--- src/rtl/neonfox_irq_pkg.sv ---
// NeonFox interrupt controller shared definitions.
// Register offsets, FSM state type and gap counter sizing.
package neonfox_irq_pkg;

    localparam logic [2:0] REG_PEND = 3'd0;
    localparam logic [2:0] REG_MASK = 3'd1;
    localparam logic [2:0] REG_STAT = 3'd2;
    localparam logic [2:0] REG_EOI  = 3'd3;
    localparam logic [2:0] REG_SWI  = 3'd4;

    typedef enum logic [1:0] {
        IDLE = 2'd0,
        REQ  = 2'd1,
        GAP  = 2'd2
    } irq_state_t;

    // Counter holds GAP_CYC-1 down to 0.
    function automatic int gap_cnt_w(input int gap_cyc);
        return (gap_cyc <= 2) ? 1 : $clog2(gap_cyc);
    endfunction

endpackage

--- src/rtl/neonfox_irq_if.sv ---
// NeonFox CPU IO bus as seen by the interrupt controller.
// master = CPU side, slave = peripheral side.
interface neonfox_irq_if;

    logic [15:0] IO_address;
    logic        IO_wren;
    logic        IO_ren;
    logic        H_en;
    logic        L_en;
    logic [15:0] data_in;
    logic [15:0] io_rdata;

    modport master (
        output IO_address,
        output IO_wren,
        output IO_ren,
        output H_en,
        output L_en,
        output data_in,
        input  io_rdata
    );

    modport slave (
        input  IO_address,
        input  IO_wren,
        input  IO_ren,
        input  H_en,
        input  L_en,
        input  data_in,
        output io_rdata
    );

endinterface

--- src/rtl/neonfox_irq_ctrl_prio_enc.sv ---
// Lowest-set-bit priority encoder for the interrupt candidates.
// Index 0 has the highest priority.
module irq_prio_enc #(
    parameter int N = 16
) (
    input  logic [N-1:0] vec,
    output logic [3:0]   idx,
    output logic         vld
);

    always_comb begin
        idx = '0;
        vld = 1'b0;
        for (int i = N - 1; i >= 0; i--) begin
            if (vec[i]) begin
                idx = 4'(i);
                vld = 1'b1;
            end
        end
    end

endmodule

--- src/rtl/neonfox_irq_ctrl.sv ---
// NeonFox interrupt controller: edge latch, mask, priority select,
// and a REQ/GAP handshake driving the CPU int_rq/int_addr pins.
module neonfox_irq_ctrl
    import neonfox_irq_pkg::*;
#(
    parameter int          NUM_SRC   = 16,
    parameter logic [15:0] BASE_ADDR = 16'hFF00,
    parameter int          GAP_CYC   = 2
) (
    input  logic               clk,
    input  logic               reset_n,
    input  logic [NUM_SRC-1:0] irq_src,
    neonfox_irq_if.slave       io,
    output logic               int_rq,
    output logic [3:0]         int_addr
);

    localparam int GW = gap_cnt_w(GAP_CYC);
    localparam logic [15:0] SRC_MASK = 16'((32'd1 << NUM_SRC) - 32'd1);

    logic [NUM_SRC-1:0] src_prev_q, src_prev_d;
    logic [15:0]        pend_q, pend_d;
    logic [15:0]        mask_q, mask_d;
    irq_state_t         state_q, state_d;
    logic               int_rq_q, int_rq_d;
    logic               in_svc_q, in_svc_d;
    logic [3:0]         cur_vec_q, cur_vec_d;
    logic [GW-1:0]      gap_q, gap_d;

    logic [15:0] off;
    logic        hit;
    logic [2:0]  reg_sel;
    logic [15:0] wbe;
    logic        wr_pend, wr_mask, wr_eoi, wr_swi;
    logic [15:0] edges, cand, pend_clr, swi_set;
    logic [3:0]  sel_idx;
    logic        sel_vld;
    logic        take;

    assign off     = io.IO_address - BASE_ADDR;
    assign hit     = (io.IO_address >= BASE_ADDR) && (off < 16'd5);
    assign reg_sel = off[2:0];

    // No lane enable at all is the CPU's encoding for a full word.
    assign wbe = (io.H_en | io.L_en)
               ? {{8{io.H_en}}, {8{io.L_en}}} : 16'hFFFF;

    assign wr_pend = io.IO_wren && hit && (reg_sel == REG_PEND);
    assign wr_mask = io.IO_wren && hit && (reg_sel == REG_MASK);
    assign wr_eoi  = io.IO_wren && hit && (reg_sel == REG_EOI);
    assign wr_swi  = io.IO_wren && hit && (reg_sel == REG_SWI);

    assign edges   = 16'(irq_src & ~src_prev_q);
    assign cand    = pend_q & mask_q & SRC_MASK;
    assign swi_set = wr_swi ? (io.data_in & wbe) : 16'h0000;

    irq_prio_enc #(
        .N(NUM_SRC)
    ) u_prio (
        .vec(cand[NUM_SRC-1:0]),
        .idx(sel_idx),
        .vld(sel_vld)
    );

    always_comb begin
        state_d   = state_q;
        int_rq_d  = int_rq_q;
        in_svc_d  = in_svc_q;
        cur_vec_d = cur_vec_q;
        gap_d     = gap_q;
        take      = 1'b0;
        unique case (state_q)
            IDLE: begin
                take = sel_vld;
            end
            REQ: begin
                if (wr_eoi) begin
                    state_d  = GAP;
                    int_rq_d = 1'b0;
                    in_svc_d = 1'b0;
                    gap_d    = GW'(GAP_CYC - 1);
                end
            end
            GAP: begin
                // Last gap cycle doubles as the IDLE evaluation.
                if (gap_q != '0) begin
                    gap_d = gap_q - 1'b1;
                end else begin
                    state_d = IDLE;
                    take    = sel_vld;
                end
            end
            default: begin
                state_d = IDLE;
            end
        endcase
        if (take) begin
            state_d   = REQ;
            int_rq_d  = 1'b1;
            in_svc_d  = 1'b1;
            cur_vec_d = sel_idx;
        end
    end

    always_comb begin
        pend_clr = 16'h0000;
        if (wr_pend) begin
            pend_clr = io.data_in & wbe;
        end
        if (take) begin
            pend_clr = pend_clr | (16'h0001 << sel_idx);
        end
        // New events win over any clear in the same cycle.
        pend_d = ((pend_q & ~pend_clr) | edges | swi_set) & SRC_MASK;
    end

    always_comb begin
        mask_d = mask_q;
        if (wr_mask) begin
            mask_d = ((mask_q & ~wbe) | (io.data_in & wbe)) & SRC_MASK;
        end
    end

    assign src_prev_d = irq_src;

    always_ff @(posedge clk or negedge reset_n) begin
        if (!reset_n) begin
            src_prev_q <= '0;
            pend_q     <= '0;
            mask_q     <= '0;
        end else begin
            src_prev_q <= src_prev_d;
            pend_q     <= pend_d;
            mask_q     <= mask_d;
        end
    end

    always_ff @(posedge clk or negedge reset_n) begin
        if (!reset_n) begin
            state_q   <= IDLE;
            int_rq_q  <= 1'b0;
            in_svc_q  <= 1'b0;
            cur_vec_q <= '0;
            gap_q     <= '0;
        end else begin
            state_q   <= state_d;
            int_rq_q  <= int_rq_d;
            in_svc_q  <= in_svc_d;
            cur_vec_q <= cur_vec_d;
            gap_q     <= gap_d;
        end
    end

    assign int_rq   = int_rq_q;
    assign int_addr = cur_vec_q;

    always_comb begin
        io.io_rdata = 16'h0000;
        if (io.IO_ren && hit) begin
            unique case (reg_sel)
                REG_PEND: io.io_rdata = pend_q;
                REG_MASK: io.io_rdata = mask_q;
                REG_STAT: io.io_rdata = {in_svc_q, 11'b0, cur_vec_q};
                default:  io.io_rdata = 16'h0000;
            endcase
        end
    end

endmodule

--- src/flat_wrapper.sv ---
// flat-port wrapper written by rule: the top's interface ports become plain ports
module neonfox_irq_ctrl_flat import neonfox_irq_pkg::*;
#(
    parameter int          NUM_SRC   = 16,
    parameter logic [15:0] BASE_ADDR = 16'hFF00,
    parameter int          GAP_CYC   = 2
)
  (clk, reset_n, irq_src, int_rq, int_addr, io_IO_address, io_IO_wren, io_IO_ren, io_H_en, io_L_en, io_data_in, io_io_rdata);
  neonfox_irq_if io_i ();
  input  logic clk;
  input  logic reset_n;
  input  logic [NUM_SRC-1:0] irq_src;
  output logic int_rq;
  output logic [3:0] int_addr;
  input wire logic [$bits(io_i.IO_address)-1:0] io_IO_address;
  input wire logic [$bits(io_i.IO_wren)-1:0] io_IO_wren;
  input wire logic [$bits(io_i.IO_ren)-1:0] io_IO_ren;
  input wire logic [$bits(io_i.H_en)-1:0] io_H_en;
  input wire logic [$bits(io_i.L_en)-1:0] io_L_en;
  input wire logic [$bits(io_i.data_in)-1:0] io_data_in;
  output wire logic [$bits(io_i.io_rdata)-1:0] io_io_rdata;
  assign io_i.IO_address = io_IO_address;
  assign io_i.IO_wren = io_IO_wren;
  assign io_i.IO_ren = io_IO_ren;
  assign io_i.H_en = io_H_en;
  assign io_i.L_en = io_L_en;
  assign io_i.data_in = io_data_in;
  assign io_io_rdata = io_i.io_rdata;
  neonfox_irq_ctrl #(.NUM_SRC(NUM_SRC), .BASE_ADDR(BASE_ADDR), .GAP_CYC(GAP_CYC)) u_core (.clk(clk), .reset_n(reset_n), .irq_src(irq_src), .io(io_i), .int_rq(int_rq), .int_addr(int_addr));
endmodule
--- config.mk ---
export PLATFORM = sky130hd
export DESIGN_NAME = neonfox_irq_ctrl_flat
export DESIGN_NICKNAME = d
export VERILOG_FILES = /design/src/rtl/neonfox_irq_pkg.sv /design/src/rtl/neonfox_irq_if.sv /design/src/rtl/neonfox_irq_ctrl_prio_enc.sv /design/src/rtl/neonfox_irq_ctrl.sv /design/src/flat_wrapper.sv
export SDC_FILE = /design/constraint.sdc
export NUM_CORES = 1
export LEC_CHECK = 0
export BUFFER_PORTS_ARGS = -buffer_cell sky130_fd_sc_hd__buf_2
export CAP_MARGIN = 20
export CORE_UTILIZATION = 48
export CTS_CLUSTER_SIZE = 10
export DETAILED_ROUTE_END_ITERATION = 6
export PLACE_DENSITY_LB_ADDON = 0.08
export SLEW_MARGIN = 20
export SYNTH_ARGS = -nofsm -noshare
export SYNTH_HDL_FRONTEND = slang
export SYNTH_SLANG_ARGS = --single-unit
--- constraint.sdc ---
create_clock -name clk -period 1.77 [get_ports clk]
set_input_delay 0.177 -clock clk [delete_from_list [all_inputs] [get_ports clk]]
set_output_delay 0.177 -clock clk [all_outputs]
set_load 0.01 [all_outputs]
==> flow_summary.yaml <==
sta:
  max_slew_margin_pct: 72.6
  hold_viol_final: 0
  slew_violations: 0
  min_period_over_period_pct: 109
  min_period_ps: 1920
  final-setup-viol-count: 23
  fmax_mhz: 521
  rsz0062_at_grt: "yes"
  finalClockSkew_ps: 9.49
  worstMarginPinSlew_ps: 399
  fin_setup_tns_ps: -976
  worst_slack_ps: -151
global_routing:
  antenna_found_initial: 0
  grt_use_met3_pct: 3.96
  overflow: 0
  gr-usage-all-layers_pct: 29.3
  grt_start_max_net_pins: 57
  grt.busiest_layer: "met2"
  first_global_vias: 3099
  grt_pass1_wl_um: 14700
  use_met2_pct: 47.1
  grt_util_met1_pct: 40.8
worst_hold_path:
  hold_path_class: "in -> reg"
place:
  port_buffers: 74
  gp_congestion: 0.878
  placed_area_um2: 4160
  dpl.cell_count: 525
  dp_hpwl_um: 6770
finish:
  utilization_pct: 81.1
  fillers: 372
  fin_area_um2: 4920
  drive_gt1_share_pct: 45.0
  area_delta_synth_final_pct: 58.9
  nets: 544
  stdcell_count: 566
  antenna_cells: 0
logic_synthesis:
  avgSynthCellArea_um2: 9.95
  ys_seq_area_share_pct: 45.3
  ys_types: 54
  synth_edf_count: 0
  synthTopCellsByArea: "dfrtp_1, mux2i_1, mux2_1"
  synthAdderAreaFrac_pct: 0
  ys_ff_latch: 56
  synth_compound_area_share_pct: 22.3
  yosys_warnings: 0
  synth_mux_area_share_pct: 11.6
  synthArstFlopShare_pct: 100
  synth_xor_area_share_pct: 0
  synth_common_cells: "dfrtp_1, nor2_1, nand2_1"
  netlist_instances: 311
  synthDominantCellAreaShare_pct: 45.3
  synth.largest_area_cell: "dfrtp_1"
  synth_top_family_by_area: "compound AO/OA/AOI/OAI gates"
  synthFlopType: "dfrtp_1"
  synthesis.nets: 365
  synthSimpleGateAreaFrac_pct: 17.7
  syn_area_um2: 3090
  yosysMostFrequentCell: "dfrtp_1"
worst_setup_path:
  regToRegSetupSlack_ps: -150
  crit_path_cell_trace: "a22oi_1 -> nand2_1 -> or4_4 -> buf_4 -> o211ai_1 -> o211ai_1"
  cp_common_cell: "o211ai_1"
  critical_path.startpoint_type: "flip-flop"
  critPathMaxStageDelay_ps: 560
  cp_data_arrival_time_ps: 2110
  r2r_start: "u_core.pend_q[11]"
  timing_worst_setup_path_type: "reg -> reg"
  r2r_cells: 6
  r2r_end: "u_core.pend_q[12]"
  timing.critical_path.max_delay_family: "simple AND/OR/NAND/NOR gates"
  end_kind: "flip-flop"
  crit_slowest_cell: "or4_4"
  cp-endpoint: "u_core.pend_q[12]"
  crit_cells: 6
  cp-startpoint: "u_core.pend_q[11]"
  path_buf_inv: 1
  required_ps: 1950
  path_max_fanout: 5
route:
  drc: 0
  num_vias: 3335
  antenna_left: 0
  drtIter0Drc: 257
  vias_per_cell: 5.89
  wl_per_cell_um: 18.4
  routed_wl_um: 10400
  firstDrtPassIters: 4
cts:
  ctsRootBufferMaster: "clkbuf_8"
  cts.path.max_buffers: 2
  insertion_delay_ps: 310
  clkTransAtPathRegs_ps: 100
  ctsHtreeMaxLevel: 2
  cts_tree: "done"
  cts_sinks: 56
  cts_inserted_buffers: 5
pwr:
  total_leakage_power_nw: 2.40
  total_power_mw: 2.35
  peakVddDrop_mv: 0.476
  power.density_nw_per_um2: 479
die:
  num_rows: 28
  dieArea_um2: 6770
  core_um2: 6060
  die_h_um: 82.3
  initial_utilization_pct: 51.1
  fp.dieW_um: 82.3
  ios: 75
outcome:
  status: "finished with violations"
  violations: "negative setup slack"
flow_run:
  max-cap-violations: 0
[final cells by class]
type                            instances  area, um2  area share, %
Clock inverter                          1       7.51          0.153
Sequential cell                        56       1400           28.5
Clock buffer                            7       86.3           1.76
Inverter                               18       67.6           1.37
Timing Repair Buffer                  179       1370           27.8
Tap cell                               75       93.8           1.91
Multi-Input combinational cell        230       1890           38.5
[where the power goes]
group | internal (mW) | leakage (nW) | total [mW] | switching, mW
Sequential | 1.30 | 0.651 | 1.31 | 0.0122
Combinational | 0.148 | 1.70 | 0.309 | 0.161
Clock | 0.319 | 0.0445 | 0.731 | 0.412
[worst min path at each step]
stage | end | depth (start not counted) | start
after global placement | u_core.src_prev_q[3] | 2 | reset_n
final | u_core.pend_q[2] | 3 | io_data_in[2]
after global routing | flip-flop | 2 | io_data_in[2]
after CTS | u_core.pend_q[2] | 3 | io_data_in[2]
after floorplan | asynchronous set/reset pin | 0 | reset_n
after detailed placement | u_core.src_prev_q[3] | 2 | reset_n
[cell families (layout without fill, tap and decap cells)]
logic type | after synthesis | after routing
AND/OR/NAND/NOR | 100 | 100
AO/OA/AOI/OAI | 96 | 96
multiplexers | 34 | 34
flip-flops | 56 | 56
buffers and inverters | 25 | 205
[through the flow]
step,hold WS (ps),setup WS (ps)
3_5_place_dp,203,-258
5_1_grt,101,-278
3_3_place_gp,201,-226
2_1_floorplan,-119,-108
6_report,109,-151
4_1_cts,99.8,-108
[per-layer routing]
layer / vias up / routed length, um
met5: - / 0
met3: 31 / 725
met1: 1617 / 4260
met4: 0 / 251
met2: 160 / 5180
li1: 1527 / -
[cell usage in the layout, fill, tap and decap left out, types with 7 or more instances in the layout]
| cell | synthesis | routed |
|---|---|---|
| buf_6 | 0 | 22 |
| o211ai_1 | 7 | 7 |
| mux2i_1 | 18 | 18 |
| mux2_1 | 16 | 16 |
| nor2_1 | 26 | 13 |
| dlygate4sd3_1 | 0 | 17 |
| inv_1 | 17 | 17 |
| nor2b_1 | 13 | 13 |
| buf_4 | 0 | 72 |
| nor2_4 | 0 | 9 |
| a21oi_1 | 23 | 20 |
| a221o_1 | 8 | 8 |
| dfrtp_1 | 56 | 56 |
| nand2_1 | 25 | 25 |
| buf_2 | 1 | 63 |
[timing repair]
item                                    4_1_cts  5_1_grt
endpoints found under the hold margin        72        0
gates cloned                                  1        0
endpoints found under the setup margin       21       28
setup buffers                                 8        9
pin swaps                                    29       23
hold buffers                                 17        0
resized for setup                            24       54
[worst min-delay path: cells and delay by family]
kind                   cells  cell delay (ps)
buffers and inverters      1              100
AO/OA/AOI/OAI              2              110
Note: power is estimated with default switching activity, not from simulation.
